### src/rtl/rob_unit.sv
// Reorder buffer: in-order retirement, writeback capture, operand look-up
// and branch-mispredict flush for the out-of-order core.
module rob_unit #(
    parameter int ROB_BIT = 4
) (
    input  logic               clk_in,
    input  logic               rst_in,
    input  logic               rdy_in,
    input  logic               issue_signal,
    input  logic [1:0]         issue_type_in,
    input  logic [4:0]         issue_rd_in,
    input  logic [31:0]        issue_addr_in,
    input  logic               issue_pred_taken_in,
    input  logic [31:0]        issue_target_in,
    output logic [ROB_BIT-1:0] rob_tail,
    output logic               rob_full,
    input  logic               rs_ready,
    input  logic [ROB_BIT-1:0] rs_rob_entry,
    input  logic [31:0]        rs_value,
    input  logic               lsb_ready,
    input  logic [ROB_BIT-1:0] lsb_rob_entry,
    input  logic [31:0]        lsb_value,
    input  logic [ROB_BIT-1:0] query_entry1,
    input  logic [ROB_BIT-1:0] query_entry2,
    output logic               query_ready1,
    output logic [31:0]        query_value1,
    output logic               query_ready2,
    output logic [31:0]        query_value2,
    output logic               commit_valid,
    output logic [4:0]         commit_rd,
    output logic [31:0]        commit_value,
    output logic [ROB_BIT-1:0] commit_rob_entry,
    output logic               commit_store,
    output logic               rob_clear_up,
    output logic [31:0]        clear_pc
);

    localparam int ROB_SIZE = 1 << ROB_BIT;
    localparam logic [1:0] TY_STORE  = 2'd1;
    localparam logic [1:0] TY_BRANCH = 2'd2;
    localparam logic [ROB_BIT:0]   CNT_FULL = {1'b1, {ROB_BIT{1'b0}}};
    localparam logic [ROB_BIT:0]   CNT_ONE  = 1;
    localparam logic [ROB_BIT-1:0] IDX_ONE  = 1;

    logic [ROB_SIZE-1:0] r_busy;
    logic [ROB_SIZE-1:0] r_ready;
    logic [ROB_SIZE-1:0] r_pred;
    logic [1:0]          r_type   [ROB_SIZE];
    logic [4:0]          r_rd     [ROB_SIZE];
    logic [31:0]         r_value  [ROB_SIZE];
    logic [31:0]         r_addr   [ROB_SIZE];
    logic [31:0]         r_target [ROB_SIZE];

    logic [ROB_BIT-1:0] r_head;
    logic [ROB_BIT-1:0] r_tail;
    logic [ROB_BIT:0]   r_count;

    logic               r_commit_valid;
    logic [4:0]         r_commit_rd;
    logic [31:0]        r_commit_value;
    logic [ROB_BIT-1:0] r_commit_entry;
    logic               r_commit_store;
    logic               r_clear_up;
    logic [31:0]        r_clear_pc;

    logic w_full;
    logic w_issue;
    logic w_commit;
    logic w_taken;
    logic w_is_reg;
    logic w_mispredict;

    assign w_full   = (r_count == CNT_FULL);
    assign w_issue  = issue_signal && !w_full;
    assign w_commit = r_busy[r_head] && r_ready[r_head];
    assign w_taken  = r_value[r_head][0];
    assign w_is_reg = (r_type[r_head] != TY_STORE) &&
                      (r_type[r_head] != TY_BRANCH);
    assign w_mispredict = w_commit && (r_type[r_head] == TY_BRANCH) &&
                          (w_taken != r_pred[r_head]);

    always_ff @(posedge clk_in) begin
        if (rst_in) begin
            r_head         <= '0;
            r_tail         <= '0;
            r_count        <= '0;
            r_busy         <= '0;
            r_ready        <= '0;
            r_commit_valid <= 1'b0;
            r_commit_rd    <= '0;
            r_commit_value <= '0;
            r_commit_entry <= '0;
            r_commit_store <= 1'b0;
            r_clear_up     <= 1'b0;
            r_clear_pc     <= '0;
        end else if (!rdy_in) begin
            r_commit_valid <= 1'b0;
            r_commit_store <= 1'b0;
            r_clear_up     <= 1'b0;
        end else begin
            r_commit_valid <= w_commit;
            r_commit_store <= w_commit && (r_type[r_head] == TY_STORE);
            r_clear_up     <= w_mispredict;
            if (w_commit) begin
                r_commit_rd    <= w_is_reg ? r_rd[r_head] : 5'd0;
                r_commit_value <= r_value[r_head];
                r_commit_entry <= r_head;
                r_clear_pc     <= w_taken ? r_target[r_head]
                                          : r_addr[r_head] + 32'd4;
            end
            if (w_mispredict) begin
                r_head  <= '0;
                r_tail  <= '0;
                r_count <= '0;
                r_busy  <= '0;
                r_ready <= '0;
            end else begin
                // lsb applied first so a same-entry rs broadcast overrides it
                if (lsb_ready && r_busy[lsb_rob_entry]) begin
                    r_ready[lsb_rob_entry] <= 1'b1;
                    r_value[lsb_rob_entry] <= lsb_value;
                end
                if (rs_ready && r_busy[rs_rob_entry]) begin
                    r_ready[rs_rob_entry] <= 1'b1;
                    r_value[rs_rob_entry] <= rs_value;
                end
                if (w_commit) begin
                    r_busy[r_head]  <= 1'b0;
                    r_ready[r_head] <= 1'b0;
                    r_head          <= r_head + IDX_ONE;
                end
                if (w_issue) begin
                    r_busy[r_tail]   <= 1'b1;
                    r_ready[r_tail]  <= 1'b0;
                    r_type[r_tail]   <= issue_type_in;
                    r_rd[r_tail]     <= issue_rd_in;
                    r_addr[r_tail]   <= issue_addr_in;
                    r_pred[r_tail]   <= issue_pred_taken_in;
                    r_target[r_tail] <= issue_target_in;
                    r_tail           <= r_tail + IDX_ONE;
                end
                if (w_issue && !w_commit) begin
                    r_count <= r_count + CNT_ONE;
                end else if (!w_issue && w_commit) begin
                    r_count <= r_count - CNT_ONE;
                end
            end
        end
    end

    function automatic logic [32:0] lookup(input logic [ROB_BIT-1:0] e);
        logic [32:0] res;
        res = '0;
        if (r_ready[e]) begin
            res = {1'b1, r_value[e]};
        end else if (rs_ready && rs_rob_entry == e) begin
            res = {1'b1, rs_value};
        end else if (lsb_ready && lsb_rob_entry == e) begin
            res = {1'b1, lsb_value};
        end
        return res;
    endfunction

    always_comb begin
        {query_ready1, query_value1} = lookup(query_entry1);
        {query_ready2, query_value2} = lookup(query_entry2);
    end

    assign rob_full         = w_full;
    assign rob_tail         = r_tail;
    assign commit_valid     = r_commit_valid;
    assign commit_rd        = r_commit_rd;
    assign commit_value     = r_commit_value;
    assign commit_rob_entry = r_commit_entry;
    assign commit_store     = r_commit_store;
    assign rob_clear_up     = r_clear_up;
    assign clear_pc         = r_clear_pc;

endmodule

### config.mk
export PLATFORM = sky130hd
export DESIGN_NAME = rob_unit
export DESIGN_NICKNAME = d
export VERILOG_FILES = /design/src/rtl/rob_unit.sv
export SDC_FILE = /design/constraint.sdc
export NUM_CORES = 2
export LEC_CHECK = 0
export BUFFER_PORTS_ARGS = -buffer_cell sky130_fd_sc_hd__clkbuf_2
export CORE_UTILIZATION = 63
export DETAILED_ROUTE_END_ITERATION = 8
export HOLD_SLACK_MARGIN = 0.05
export PLACE_DENSITY = 0.81
export SLEW_MARGIN = 20
export SYNTH_ARGS = -nofsm -noshare
export SYNTH_HDL_FRONTEND = slang
export SYNTH_SLANG_ARGS = --single-unit
### constraint.sdc
create_clock -name clk_in -period 13.7 [get_ports clk_in]
set_input_delay 2.74 -clock clk_in [delete_from_list [all_inputs] [get_ports clk_in]]
set_output_delay 2.74 -clock clk_in [all_outputs]
set_load 0.02 [all_outputs]
==> run_summary.xml <==
<?xml version="1.0" encoding="UTF-8"?>
<metrics>
  <group name="outcome">
    <metric name="run_status" unit="">finished clean</metric>
  </group>
  <group name="finish">
    <metric name="most_common_cell_after_layout_fill_and_taps_aside" unit="">edfxtp_1</metric>
    <metric name="stdcell_count" unit="">6706</metric>
    <metric name="layout-area-overhead-vs-synth" unit="%">10.1</metric>
    <metric name="final_area" unit="mm2">0.0943</metric>
    <metric name="final_net_count" unit="">4944</metric>
    <metric name="multiInputGateArea" unit="mm2">0.0312</metric>
    <metric name="post_route_cells_drive_above_1_share" unit="">0.421</metric>
    <metric name="mostFrequentLayoutCells" unit="">1664 x edfxtp_1, 824 x mux4_2, 394 x mux2_2</metric>
    <metric name="sequential_cell_area" unit="mm2">0.0525</metric>
    <metric name="num-fill-cells" unit="">7975</metric>
  </group>
  <group name="sta">
    <metric name="fmax" unit="MHz">112</metric>
    <metric name="fin_hold_ws" unit="ns">0.452</metric>
    <metric name="final-max-slew-violation-count" unit="">0</metric>
    <metric name="slew_headroom" unit="">0.169</metric>
    <metric name="worstMarginPinSlew" unit="ns">1.25</metric>
    <metric name="unrepaired_setup_endpoints_after_global_routing" unit="">no</metric>
    <metric name="final-setup-viol-count" unit="">0</metric>
    <metric name="fin_skew" unit="ns">0.0729</metric>
    <metric name="totalNegativeSetupSlack" unit="ns">0</metric>
    <metric name="timing.final.hold_violations" unit="">0</metric>
    <metric name="finalCritPeriodShare" unit="">0.650</metric>
    <metric name="min_period" unit="ns">8.90</metric>
  </group>
  <group name="place">
    <metric name="postPlaceCellArea" unit="mm2">0.0884</metric>
    <metric name="placement.io_buffers" unit="">304</metric>
    <metric name="placedCellCount" unit="">6355</metric>
    <metric name="gp_congestion" unit="">0.896</metric>
    <metric name="hpwlAfterDp" unit="um">131000</metric>
  </group>
  <group name="floorplan">
    <metric name="initial_core_util" unit="">0.639</metric>
    <metric name="fp.coreArea" unit="mm2">0.134</metric>
    <metric name="fp.dieArea" unit="mm2">0.137</metric>
    <metric name="io_pins" unit="">305</metric>
    <metric name="floorplan.rows" unit="">134</metric>
    <metric name="die_h" unit="um">371</metric>
    <metric name="die_width" unit="um">371</metric>
  </group>
  <group name="global_routing">
    <metric name="overall_fraction_of_global_route_tracks_in_use" unit="">0.369</metric>
    <metric name="antenna_found_initial" unit="">24</metric>
    <metric name="grt_first_pass_wirelength" unit="um">358000</metric>
    <metric name="grt_start_max_net_pins" unit="">106</metric>
    <metric name="via_count_of_the_first_global_routing_pass" unit="">51000</metric>
    <metric name="aggregate_global_routing_overflow" unit="">0</metric>
  </group>
  <group name="worst_setup_path">
    <metric name="timing.critical_path.fanout_max" unit="">46</metric>
    <metric name="cp_slowest_stage_delay" unit="ns">0.73</metric>
    <metric name="critical_path_arrival" unit="ns">6.16</metric>
    <metric name="path_buf_inv" unit="">4</metric>
    <metric name="cpMaxStageDelayCell" unit="">buf_4</metric>
    <metric name="worstSetupEndpointType" unit="">output pin</metric>
    <metric name="timing_worst_setup_path_type" unit="">input port to output pin</metric>
    <metric name="path_cells" unit="">buf_6, buf_4, buf_4, mux4_2, mux4_2, nand2_1, o21ai_0, clkbuf_2</metric>
    <metric name="crit_path_start_kind" unit="">input port</metric>
    <metric name="critPathTopFamily" unit="">buffers and inverters</metric>
    <metric name="worst-endpoint-required" unit="ns">10.96</metric>
  </group>
  <group name="clock_tree">
    <metric name="cts_setup_buffers" unit="">0</metric>
    <metric name="ctsResizeCount" unit="">0</metric>
    <metric name="clk_path_buf_depth" unit="">3</metric>
    <metric name="path_clk_slew" unit="ns">0.05</metric>
    <metric name="cts-root-buf" unit="">clkbuf_16</metric>
    <metric name="cts_sinks" unit="">1789</metric>
    <metric name="cts_buffers" unit="">180</metric>
    <metric name="post_cts_hold_buffer_count" unit="">0</metric>
    <metric name="tritoncts" unit="">yes</metric>
    <metric name="htreeDepth" unit="">4</metric>
    <metric name="worst_skew_pair.late_latency" unit="ns">0.86</metric>
  </group>
  <group name="yosys">
    <metric name="synth_enable_flop_cells" unit="">1664</metric>
    <metric name="synth.net_count" unit="">4786</metric>
    <metric name="synth.cell_area" unit="mm2">0.0857</metric>
    <metric name="seq_area_frac_synth" unit="">0.613</metric>
    <metric name="asyncSetResetFlopFracSynth" unit="">0</metric>
    <metric name="synth.distinct_cells" unit="">85</metric>
    <metric name="synthFlopType" unit="">edfxtp_1</metric>
    <metric name="syn_area_per_cell" unit="um2">18.6</metric>
    <metric name="yosys_register_bits" unit="">1789</metric>
    <metric name="synth_warnings" unit="">0</metric>
    <metric name="synthCells" unit="">4612</metric>
  </group>
  <group name="hold_path">
    <metric name="hold_path.class" unit="">flip-flop to flip-flop</metric>
  </group>
  <group name="detailed_routing">
    <metric name="route.final.wire_length" unit="um">251000</metric>
    <metric name="number_of_iterations_in_the_first_detailed_routing_pass" unit="">9</metric>
    <metric name="vias" unit="">51100</metric>
    <metric name="drt_drc_violations_left" unit="">0</metric>
    <metric name="routed_vias_inst" unit="">7.62</metric>
    <metric name="initialDrtViolationCount" unit="">8120</metric>
    <metric name="route.detailed.wl_per_inst" unit="um">37.4</metric>
    <metric name="drt.antenna.violating_nets" unit="">0</metric>
  </group>
  <group name="run">
    <metric name="maxCapViolCount" unit="">0</metric>
  </group>
  <group name="pwr">
    <metric name="standby_leakage_power" unit="nW">29.8</metric>
    <metric name="peakVddDrop" unit="V">0.000178</metric>
    <metric name="power_density" unit="mW/mm2">121</metric>
  </group>
</metrics>
[cell usage after synthesis (5+ instances only)]
library cell / count / area [um2]
nand3_1: 38 / 190
nor3_1: 28 / 140
a22oi_1: 90 / 676
mux4_2: 824 / 18600
a221oi_1: 7 / 61.3
buf_6: 19 / 214
mux2i_1: 23 / 230
xor2_1: 16 / 140
a21oi_1: 94 / 470
clkbuf_1: 202 / 758
dfxtp_1: 125 / 2500
a21o_1: 13 / 97.6
xnor2_1: 25 / 219
o221ai_1: 9 / 78.8
a211oi_1: 12 / 90.1
o22ai_1: 11 / 68.8
mux2_4: 90 / 1350
ha_1: 15 / 188
inv_1: 19 / 71.3
and2_1: 20 / 125
o21a_1: 7 / 52.6
buf_2: 80 / 400
nand4_1: 9 / 56.3
nand2b_1: 17 / 106
a22o_1: 12 / 105
o22a_1: 7 / 61.3
mux2_2: 394 / 4440
nor4_1: 19 / 119
a31oi_1: 12 / 75.1
nor3_4: 13 / 211
o21ai_0: 101 / 505
and3_1: 10 / 62.6
nor2_1: 71 / 267
buf_4: 50 / 375
nor2b_1: 9 / 56.3
nand2_1: 256 / 961
edfxtp_1: 1664 / 50000
nand3b_1: 5 / 37.5
or3_1: 9 / 56.3
mux2_1: 32 / 360
buf_1: 83 / 312
[power by group]
group	total (mW)	switching [mW]	internal, mW
Clock	4.93	2.21	2.73
Combinational	0.516	0.302	0.214
Sequential	5.98	0.00607	5.97
Total	11.4	2.51	8.91
[stage by stage]
| step | util | total power [mW] | setup slack (ns) |
|---|---|---|---|
| finish | 0.703 | 11.4 | 4.80 |
| global route | 0.703 | 11.7 | 4.79 |
| CTS | 0.703 | 11.4 | 4.92 |
| detailed placement | 0.659 | 6.60 | 4.92 |
| global placement | 0.659 | 6.58 | 4.89 |
| floorplan | - | 6.42 | 2.54 |
[worst min-delay path: cells and delay by family, from the launching register on]
kind	cells	cell delay, ns
AOI/OAI and AO/OA	1	0.05
DFF	1	0.30
and+or+nand+nor	1	0.05
[final timing paths]
path,startpoint,endpoint,slack (ns),depth (start not counted)
min reg2reg,commit_value[3],commit_value[3],0.45,2
max,query_entry2[1],query_value2[2],4.80,8
min,commit_value[3],commit_value[3],0.45,2
max reg2reg,flip-flop,clear_pc[26],6.79,14
[metal layers]
metal / track usage / share of wire / vias up
li1: - / - / 19500
met1: 0.468 / 0.33 / 26200
met2: 0.592 / 0.49 / 4449
met3: 0.0907 / 0.13 / 921
met4: 0.197 / 0.060 / 24
met5: 0 / 0.00059 / -
[registers in the layout, indices dropped and copies added (netlist names), 5 cells and up, named ones only]
name	flops
r_addr	512
r_target	512
r_value	512
r_rd	80
clear_pc	32
commit_value	32
r_type	32
r_busy	16
r_pred	16
r_ready	16
commit_rd	5
r_count	5
[cell families after synthesis]
| kind of cell | share of synthesized area |
|---|---|
| flops | 0.613 |
| mux | 0.293 |
| simple gates | 0.0302 |
| buf+inv | 0.0261 |
| compound gates | 0.0314 |
| xor+xnor | 0.00438 |
| fa+ha+maj | 0.00242 |
[cell type report]
type	count	area share
flip-flops and latches	1789	0.556
multi-input cells	2362	0.330
clock buffers	253	0.0529
repair buffers	417	0.0261
well taps	1768	0.0235
clock inverters	85	0.00972
inverters	20	0.000875
diodes	12	0.000318
Power figures use the tool's default switching activity.
